## src/rtl/glb_pkg.sv

```systemverilog
// Shared GLB types and constants for the psum accumulation path.
package glb_pkg;

  localparam int unsigned DATA_WIDTH = 16;
  localparam int unsigned DEPTH_PSUM = 193600;
  localparam int unsigned DEPTH_BIAS = 384;
  localparam int unsigned ADDR_PSUM  = $clog2(DEPTH_PSUM);
  localparam int unsigned ADDR_BIAS  = $clog2(DEPTH_BIAS);

  // Two's complement clamp limits for a DATA_WIDTH word
  localparam logic [DATA_WIDTH-1:0] SAT_MAX = {1'b0, {(DATA_WIDTH-1){1'b1}}};
  localparam logic [DATA_WIDTH-1:0] SAT_MIN = {1'b1, {(DATA_WIDTH-1){1'b0}}};

  // One accumulation request as presented by the PE-array output path
  typedef struct packed {
    logic [DATA_WIDTH-1:0] data;
    logic [ADDR_PSUM-1:0]  addr;
    logic                  first;
    logic                  last;
    logic [ADDR_BIAS-1:0]  bias_idx;
  } psum_req_t;

endpackage

```

## src/rtl/sat_add.sv

```systemverilog
// Signed saturating adder with optional ReLU on the clamped result.
module sat_add
  import glb_pkg::*;
(
  input  logic [DATA_WIDTH-1:0] a,
  input  logic [DATA_WIDTH-1:0] b,
  input  logic                  relu,
  output logic [DATA_WIDTH-1:0] y
);

  logic [DATA_WIDTH:0]   sum_wide;
  logic [DATA_WIDTH-1:0] sat;

  // Sign-extend by one bit; overflow shows as disagreement of the top two bits
  always_comb begin
    sum_wide = {a[DATA_WIDTH-1], a} + {b[DATA_WIDTH-1], b};
    if (sum_wide[DATA_WIDTH] != sum_wide[DATA_WIDTH-1]) begin
      sat = sum_wide[DATA_WIDTH] ? SAT_MIN : SAT_MAX;
    end else begin
      sat = sum_wide[DATA_WIDTH-1:0];
    end
    y = (relu && sat[DATA_WIDTH-1]) ? '0 : sat;
  end

endmodule

```

## src/rtl/psum_accum_ctrl.sv

```systemverilog
// Psum read-modify-write pipeline plus port-B arbitration against the drain reader.
module psum_accum_ctrl
  import glb_pkg::psum_req_t;
#(
  parameter int unsigned DATA_WIDTH = glb_pkg::DATA_WIDTH,
  parameter int unsigned DEPTH_psum = glb_pkg::DEPTH_PSUM,
  parameter int unsigned DEPTH_bias = glb_pkg::DEPTH_BIAS,
  parameter int unsigned STARVE_MAX = 8,
  localparam int unsigned ADDR_psum = $clog2(DEPTH_psum),
  localparam int unsigned ADDR_bias = $clog2(DEPTH_bias)
) (
  input  logic                  core_clk,
  input  logic                  core_reset,
  input  logic                  in_valid,
  output logic                  in_ready,
  input  logic [DATA_WIDTH-1:0] in_data,
  input  logic [ADDR_psum-1:0]  in_addr,
  input  logic                  in_first,
  input  logic                  in_last,
  input  logic [ADDR_bias-1:0]  in_bias_idx,
  output logic                  re_b_psum,
  output logic [ADDR_psum-1:0]  addr_b_psum,
  input  logic [DATA_WIDTH-1:0] rdata_b_psum,
  output logic                  we_a_psum,
  output logic [ADDR_psum-1:0]  addr_a_psum,
  output logic [DATA_WIDTH-1:0] wdata_a_psum,
  output logic                  re_bias,
  output logic [ADDR_bias-1:0]  raddr_bias,
  input  logic [DATA_WIDTH-1:0] rdata_bias,
  input  logic                  rd_req,
  input  logic [ADDR_psum-1:0]  rd_addr,
  output logic                  rd_gnt,
  output logic                  rd_valid,
  output logic [DATA_WIDTH-1:0] rd_data,
  output logic                  busy
);

  localparam int unsigned CNT_W = $clog2(STARVE_MAX + 1);

  psum_req_t             req;
  logic                  accept;
  logic                  at_max;
  logic                  s2_we;
  logic                  rd_show;
  logic [DATA_WIDTH-1:0] operand;
  logic [DATA_WIDTH-1:0] result;

  logic [CNT_W-1:0]      cnt_q, cnt_d;
  logic                  s2_valid_q, s2_valid_d;
  logic [DATA_WIDTH-1:0] s2_data_q, s2_data_d;
  logic [ADDR_psum-1:0]  s2_addr_q, s2_addr_d;
  logic                  s2_first_q, s2_first_d;
  logic                  s2_last_q, s2_last_d;
  logic                  fwd_q, fwd_d;
  logic [DATA_WIDTH-1:0] fwd_data_q, fwd_data_d;
  logic                  rd_valid_q, rd_valid_d;

  // Bundle the incoming request
  always_comb begin
    req = '{data: in_data, addr: in_addr, first: in_first, last: in_last,
            bias_idx: in_bias_idx};
  end

  // Arbitration: drain wins on idle input or once accumulation has starved it
  always_comb begin
    at_max   = (cnt_q == CNT_W'(STARVE_MAX));
    in_ready = core_reset | ~(rd_req & at_max);
    accept   = ~core_reset & in_valid & ~(rd_req & at_max);
    rd_gnt   = ~core_reset & rd_req & (~in_valid | at_max);
  end

  // Read-port drive for accept (S1) and drain grant; the two never overlap
  always_comb begin
    re_b_psum   = 1'b0;
    addr_b_psum = '0;
    re_bias     = 1'b0;
    raddr_bias  = '0;
    if (rd_gnt) begin
      re_b_psum   = 1'b1;
      addr_b_psum = rd_addr;
    end else if (accept && !req.first) begin
      re_b_psum   = 1'b1;
      addr_b_psum = req.addr;
    end
    if (accept && req.first) begin
      re_bias    = 1'b1;
      raddr_bias = req.bias_idx;
    end
  end

  // S2 operand select; forwarded sum avoids relying on RAM read-during-write
  always_comb begin
    s2_we = ~core_reset & s2_valid_q;
    if (s2_first_q) begin
      operand = rdata_bias;
    end else if (fwd_q) begin
      operand = fwd_data_q;
    end else begin
      operand = rdata_b_psum;
    end
  end

  sat_add u_sat_add (
    .a    (s2_data_q),
    .b    (operand),
    .relu (s2_last_q),
    .y    (result)
  );

  // S2 write port, drain data and status
  always_comb begin
    we_a_psum    = s2_we;
    addr_a_psum  = s2_we ? s2_addr_q : '0;
    wdata_a_psum = s2_we ? result : '0;
    rd_show      = ~core_reset & rd_valid_q;
    rd_valid     = rd_show;
    rd_data      = rd_show ? rdata_b_psum : '0;
    busy         = accept | s2_we;
  end

  // Next-state for pipeline, forward path and starve counter
  always_comb begin
    s2_valid_d = accept;
    s2_data_d  = s2_data_q;
    s2_addr_d  = s2_addr_q;
    s2_first_d = s2_first_q;
    s2_last_d  = s2_last_q;
    fwd_d      = accept & ~req.first & s2_valid_q & (req.addr == s2_addr_q);
    fwd_data_d = s2_we ? result : fwd_data_q;
    rd_valid_d = rd_gnt;
    cnt_d      = cnt_q;
    if (accept) begin
      s2_data_d  = req.data;
      s2_addr_d  = req.addr;
      s2_first_d = req.first;
      s2_last_d  = req.last;
    end
    if (!rd_req || rd_gnt) begin
      cnt_d = '0;
    end else if (accept) begin
      cnt_d = cnt_q + CNT_W'(1);
    end
  end

  // State registers with synchronous reset
  always_ff @(posedge core_clk) begin
    if (core_reset) begin
      cnt_q      <= '0;
      s2_valid_q <= 1'b0;
      s2_data_q  <= '0;
      s2_addr_q  <= '0;
      s2_first_q <= 1'b0;
      s2_last_q  <= 1'b0;
      fwd_q      <= 1'b0;
      fwd_data_q <= '0;
      rd_valid_q <= 1'b0;
    end else begin
      cnt_q      <= cnt_d;
      s2_valid_q <= s2_valid_d;
      s2_data_q  <= s2_data_d;
      s2_addr_q  <= s2_addr_d;
      s2_first_q <= s2_first_d;
      s2_last_q  <= s2_last_d;
      fwd_q      <= fwd_d;
      fwd_data_q <= fwd_data_d;
      rd_valid_q <= rd_valid_d;
    end
  end

endmodule

```

## config.mk

```make
export PLATFORM = sky130hd
export DESIGN_NAME = psum_accum_ctrl
export DESIGN_NICKNAME = d
export VERILOG_FILES = /design/src/rtl/glb_pkg.sv /design/src/rtl/sat_add.sv /design/src/rtl/psum_accum_ctrl.sv
export SDC_FILE = /design/constraint.sdc
export NUM_CORES = 1
export LEC_CHECK = 0
export CAP_MARGIN = 30
export CORE_MARGIN = 2
export CORE_UTILIZATION = 28
export DETAILED_ROUTE_END_ITERATION = 7
export HOLD_SLACK_MARGIN = 0.03
export PLACE_DENSITY = 0.53
export SYNTH_ARGS = -nofsm -noshare
export SYNTH_HDL_FRONTEND = slang
export SYNTH_SLANG_ARGS = --single-unit
```

## constraint.sdc

```tcl
create_clock -name core_clk -period 7 [get_ports core_clk]
set_clock_uncertainty 0.15 [all_clocks]
set_input_delay 2.1 -clock core_clk [delete_from_list [all_inputs] [get_ports core_clk]]
set_output_delay 2.1 -clock core_clk [all_outputs]
set_load 0.03 [all_outputs]
```

==> qor.yml, run 1 <==
via_per_inst: 4.88
drtIter0Drc: 162
die_x_um: 126
synthesis.area_sq_mm: 0.00416
cts_hold_buf: 0
crit_path_max_incr_delay_ps: 380
clock.fmax_mhz: 140
placementRows: 44
synth.distinct_cells: 58
yosysTopAreaCell: "dfxtp_1"
critPathLaunchType: "primary input"
p_comb_share_pct: 37.3
drive_gt1_share_pct: 25.8
drc: 0
final_core_util_pct: 52.4
fin_crit_sh_pct: 102
clockBufferDepth: 2
status: "complete, but fails checks"
cts_buffers: 9
drtPass1Iterations: 5
grt.overflow.total: 0
fin_nets: 916
p_seq_share_pct: 27.1
worst_hold_slack_ps: 310
ys_ff_latch: 59
ys.flop_type: "dfxtp_1"
yosysTopAreaCellShare_pct: 28.4
cpMostUsedCell: "buf_6"
pwr-share-clk_pct: 35.6
clk_latency_ps: 340
synthArstFlopShare_pct: 0
cp_num_buf_inv: 5
syn_avg_cell_area_sq_um: 7.65
synth_area_leaders: "dfxtp_1 (28%), nand2_1 (9.2%), a21oi_1 (6.1%)"
p_per_area_mw_per_mm2: 182
multi_input_area_sq_mm: 0.00311
arrival_ps: 4890
post-route-worst-setup-slack_ps: -144
dpl_worst_slack_ps: -572
wl_mm: 16.3
design_area_sq_mm: 0.00761
ant_nets: 0
placed_area_sq_mm: 0.00662
relSlewSlack_pct: 38.4
portBuffers: 182
die_area_sq_mm: 0.0159
clockRootBuffer: "clkbuf_16"
place_hpwl_mm: 12.0
rsz0062_at_grt: "yes"
worstPathCellList: "buf_6, mux2i_1, o21ai_1, ha_2, fa_2, a211oi_2, o21ai_2, o311a_1, buf_6, nor4b_4, or2_4, buf_12, buf_6, a2bb2oi_4, nor2_1, buf_4"
endpoint_kind: "output pin"
gp_congestion: 0.805
fp.coreArea_sq_mm: 0.0145
min_path_type: "reg2reg"
fin_crit_ps: 7140
yosys_warnings: 0
initial_utilization_pct: 28.6
clkTransAtPathRegs_ps: 50
grt_pass1_wl_mm: 24.9
worst_slew_pin_slew_ps: 922
crit_family: "compound AO/OA/AOI/OAI gates"
synth_fp_nets: 662
required_ps: 4750
fillerInstances: 1428
synth_edf_count: 0
die_h_um: 126
p_sw_mw: 0.418
cts_max_level: 3
grt_max_degree: 40
final-max-slew-violation-count: 0
grt_usage_pct: 19.7
antenna_cells: 0
syn_inst: 544
antenna_found_initial: 0
setup_violations: 16
syn_to_final_growth_pct: 82.8
cts_tree: "yes"
p_int_mw: 0.965
cap_violations: 0
avgRoutedWirePerCell_um: 16.5
power.share.switching_pct: 30.2
final-hold-violation-count: 0
seqCellArea_sq_mm: 0.00118
seq_area_frac_synth_pct: 28.4
crit_fanout: 8
totalPowerFinal_mw: 1.38
slowest_stage: "fa_2"
critical_path_class: "in2out"
io_pins: 183
grt_pass1_vias: 4877
peakVddDrop_mv: 0.122
violations: "setup timing"
cellLeakagePower_nw: 3.09
clock_sinks: 59
dr_total_vias: 4821
[metrics by stage]
step,TNS [ps],cells
finish,-1510,987
global route,-3270,987
CTS,-2410,978
detailed placement,-8300,936
global placement,-7540,936
floorplan,-258,544
[synthesized netlist by cell type, types with 2 or more instances]
library cell	instances
xnor2_1	23
a2bb2oi_1	2
mux2i_1	16
and2_1	35
nand3b_1	3
xor2_1	11
dfxtp_1	59
nand2_1	102
a21boi_0	2
maj3_1	11
or2_4	2
buf_2	5
nand4_1	8
nand2b_1	6
a211oi_1	4
a21oi_1	51
buf_6	2
nand3_1	3
nor2_1	28
a311oi_2	2
a22o_1	18
o21a_1	2
inv_1	18
clkbuf_1	30
ha_1	18
o211ai_1	2
o32ai_1	10
and3_1	10
o21ai_0	24
a21o_1	5
nor3_1	5
[cell usage in the layout (no fill, tap or decap), drive strengths merged, types with 8 or more instances in the layout]
cell type | Yosys | final
clkdlybuf4s50 | 0 | 145
buf | 8 | 115
nand2 | 102 | 102
dfxtp | 59 | 59
a21oi | 52 | 52
and2 | 35 | 35
nor2 | 28 | 28
o21ai | 26 | 26
xnor2 | 23 | 23
inv | 18 | 18
a22o | 18 | 18
ha | 18 | 18
mux2i | 16 | 16
clkbuf | 30 | 15
maj3 | 12 | 12
xor2 | 11 | 11
and3 | 10 | 10
o32ai | 10 | 10
dlymetal6s2s | 0 | 9
nand4 | 8 | 8
[metal layers]
| metal | GRT usage (%) | vias to the layer above | routed length (um) |
|---|---|---|---|
| li1 | - | 2400 | - |
| met2 | 34.0 | 173 | 7800 |
| met3 | 6.71 | 21 | 1270 |
| met1 | 23.2 | 2227 | 7000 |
| met4 | 5.69 | 0 | 243 |
| met5 | 0 | - | 0 |
[logic make-up (layout without fill, tap and decap cells)]
kind of cell | after synthesis | in the layout | synth area share (%)
fa+ha+maj | 31 | 31 | 8.81
flops | 59 | 59 | 28.4
compound gates | 137 | 137 | 22.1
buf+inv | 56 | 315 | 5.65
simple gates | 211 | 211 | 24.1
mux | 16 | 16 | 3.85
xor+xnor | 34 | 34 | 7.15
[final timing paths]
path,cells past startpoint,to,startpoint,slack [ps]
max,16,wdata_a_psum[1],rdata_b_psum[0],-140
min reg2reg,2,fwd_data_q[15],fwd_data_q[15],310
max reg2reg,16,fwd_data_q[13],fwd_q,3130
min,2,fwd_data_q[15],fwd_data_q[15],310
[power groups by stage]
stage | Combinational (mW) | Clock, mW | Sequential (mW)
2_1_floorplan | 0.230 | 0 | 0.373
3_3_place_gp | 0.412 | 0 | 0.380
3_5_place_dp | 0.418 | 0 | 0.381
4_1_cts | 0.491 | 0.502 | 0.375
5_1_grt | 0.551 | 0.516 | 0.378
6_report | 0.516 | 0.492 | 0.376
[cell type report]
type	count	area share, %
sequential	59	15.5
inverter	18	0.888
clock inverter	4	0.953
clock buffer	12	3.37
tap	184	3.02
multi-input combinational	429	40.9
timing repair buffer	281	35.4
[worst min-delay path, stage by stage, from the launching register on]
cell	delay, ps
dfxtp_1	310
nand2_1	50
a21oi_1	50
[registers in the layout, indices dropped and copies added, names as in the netlist]
signal and count:
s2_last_q 1, s2_first_q 1, s2_data_q 16, cnt_q 4, rd_valid_q 1, fwd_q 1, s2_valid_q 1, s2_addr_q 18
fwd_data_q 16
[timing repair]
| item | CTS | global route |
|---|---|---|
| gates resized for setup | 86 | 41 |
| pin swaps | 53 | 51 |
| setup buffers | 25 | 9 |
| endpoints found under the hold margin | 0 | 0 |
| setup endpoints to repair | 16 | 16 |
| cloned | 1 | 2 |
(Power assumes the default switching activity.)
==> inputs of run 2 (changes only) <==
- CORE_MARGIN: 2 -> default
- SETUP_SLACK_MARGIN: default -> 0.05
==> qor.yml, run 2 (synthesized netlist as in run 1, its figures left out) <==
fin_crit_sh_pct: 103
die_h_um: 124
reg2reg_depth: 14
post-route-worst-setup-slack_ps: -183
drc: 0
required_ps: 4750
p_per_area_mw_per_mm2: 183
drtIter0Drc: 169
final_core_util_pct: 50.6
avgRoutedWirePerCell_um: 16.4
peakVddDrop_mv: 0.107
fin_crit_ps: 7180
status: "complete, but fails checks"
placementRows: 44
dpl.cell_count: 935
grt_max_degree: 41
violations: "setup timing"
critPathLaunchType: "primary input"
wl_mm: 16.0
setup_violations: 16
fp.coreArea_sq_mm: 0.0145
dr_total_vias: 4806
r2r_setup_slack_ps: 3170
drtPass1Iterations: 4
clock_sinks: 59
endpoint_kind: "output pin"
arrival_ps: 4930
grt_usage_pct: 21.0
clockRootBuffer: "clkbuf_16"
clockBufferDepth: 2
top_regs: "s2_addr_q x18, fwd_data_q x16, s2_data_q x16"
totalPowerFinal_mw: 1.35
place_hpwl_mm: 11.9
mostFrequentLayoutCells: "clkdlybuf4s50_1 (151), nand2_1 (101), buf_4 (78)"
cts_buffers: 9
initial_utilization_pct: 28.6
cts_tree: "yes"
via_per_inst: 4.94
cap_violations: 0
final_common_cell: "clkdlybuf4s50_1"
die_area_sq_mm: 0.0154
clock.fmax_mhz: 139
crit_fanout: 7
cts_max_level: 3
cp-endpoint: "wdata_a_psum[11]"
r2r-end: "fwd_data_q[12]"
ant_nets: 0
antenna_cells: 0
worst_slew_pin_slew_ps: 732
grt_pass1_wl_mm: 24.5
syn_to_final_growth_pct: 76.7
clk_latency_ps: 330
final-hold-violation-count: 0
clkTransAtPathRegs_ps: 50
grt.overflow.total: 0
min_path_type: "reg2reg"
final-max-slew-violation-count: 0
gp_congestion: 0.893
drive_gt1_share_pct: 22.6
critPathLaunch: "rdata_b_psum[9]"
tns_ps: -2470
final_cells: 972
die_x_um: 124
cellLeakagePower_nw: 2.94
largest_register: "s2_addr_q"
grt_pass1_vias: 4952
io_pins: 183
rsz0062_at_grt: "yes"
fin_nets: 901
cts_hold_buf: 0
portBuffers: 182
regToRegStartpoint: "fwd_q"
antenna_found_initial: 0
relSlewSlack_pct: 51.0
critical_path_class: "in2out"
largest_reg_flops: 18
## run 2: changes by cell type in the layout (fill, tap and decap cells not counted), sizes merged, moves of 4 or more
| cell | previous run | this run |
|---|---|---|
| clkbuf | 15 | 10 |
| dlymetal6s2s | 9 | 5 |
| buf | 115 | 102 |
| clkdlybuf4s50 | 145 | 151 |
## run 2: worst min path at each step
stage / startpoint / endpoint / depth (start not counted)
2_1_floorplan: fwd_data_q[15] / fwd_data_q[15] / 2
5_1_grt: s2_data_q[14] / s2_data_q[14] / 2
4_1_cts: fwd_data_q[15] / fwd_data_q[15] / 2
6_report: fwd_data_q[15] / fwd_data_q[15] / 2
3_3_place_gp: s2_data_q[0] / s2_data_q[0] / 2
3_5_place_dp: fwd_data_q[15] / fwd_data_q[15] / 2
## run 2: metal layers
metal  vias to the layer above  global-route usage [%]  part of all wire (%)
li1                       2371                       -                     -
met5                         -                       0                     0
met3                        17                    4.76                   7.0
met4                         0                    7.66                   1.6
met1                      2243                    24.5                    42
met2                       175                    37.2                    49
## run 2: final cells by class
class | count | area [sq um]
inverters | 18 | 67.6
fillers | 1421 | 7180
repair buffers | 266 | 2550
flip-flops and latches | 59 | 1180
well taps | 184 | 230
multi-input cells | 429 | 3000
clock inverters | 6 | 88.8
clock buffers | 10 | 239
## run 2: per-stage QoR
stage          cell area [sq um]  setup WS (ps)  hold slack [ps]
6_report                    7350           -183              305
5_1_grt                     7350           -268              344
4_1_cts                     7160           -223              306
3_5_place_dp                6580           -552              299
3_3_place_gp                6580           -476              300
2_1_floorplan               4210           50.9              286
## run 2: what timing repair did
action                     in CTS  in global routing
setup buffers                  12                  8
cloned                          1                  0
pin swaps                      44                 40
resized for setup              65                 33
setup endpoints to repair      16                 16
## run 2: worst max-delay path: stages
cell             delay, ps
clkdlybuf4s50_1        490
mux2i_1                 70
o21ai_1                160
ha_1                   320
a21oi_1                180
o211ai_1               120
a21o_1                 250
o21ba_4                220
or2_4                  280
buf_16                 150
maj3_2                 330
nor2_4                 110
buf_6                  130
## run 2: report_power, final
| part | switching [mW] | internal [mW] | total, mW |
|---|---|---|---|
| Sequential | 0.0161 | 0.357 | 0.373 |
| Combinational | 0.230 | 0.258 | 0.487 |
| Clock | 0.167 | 0.321 | 0.488 |
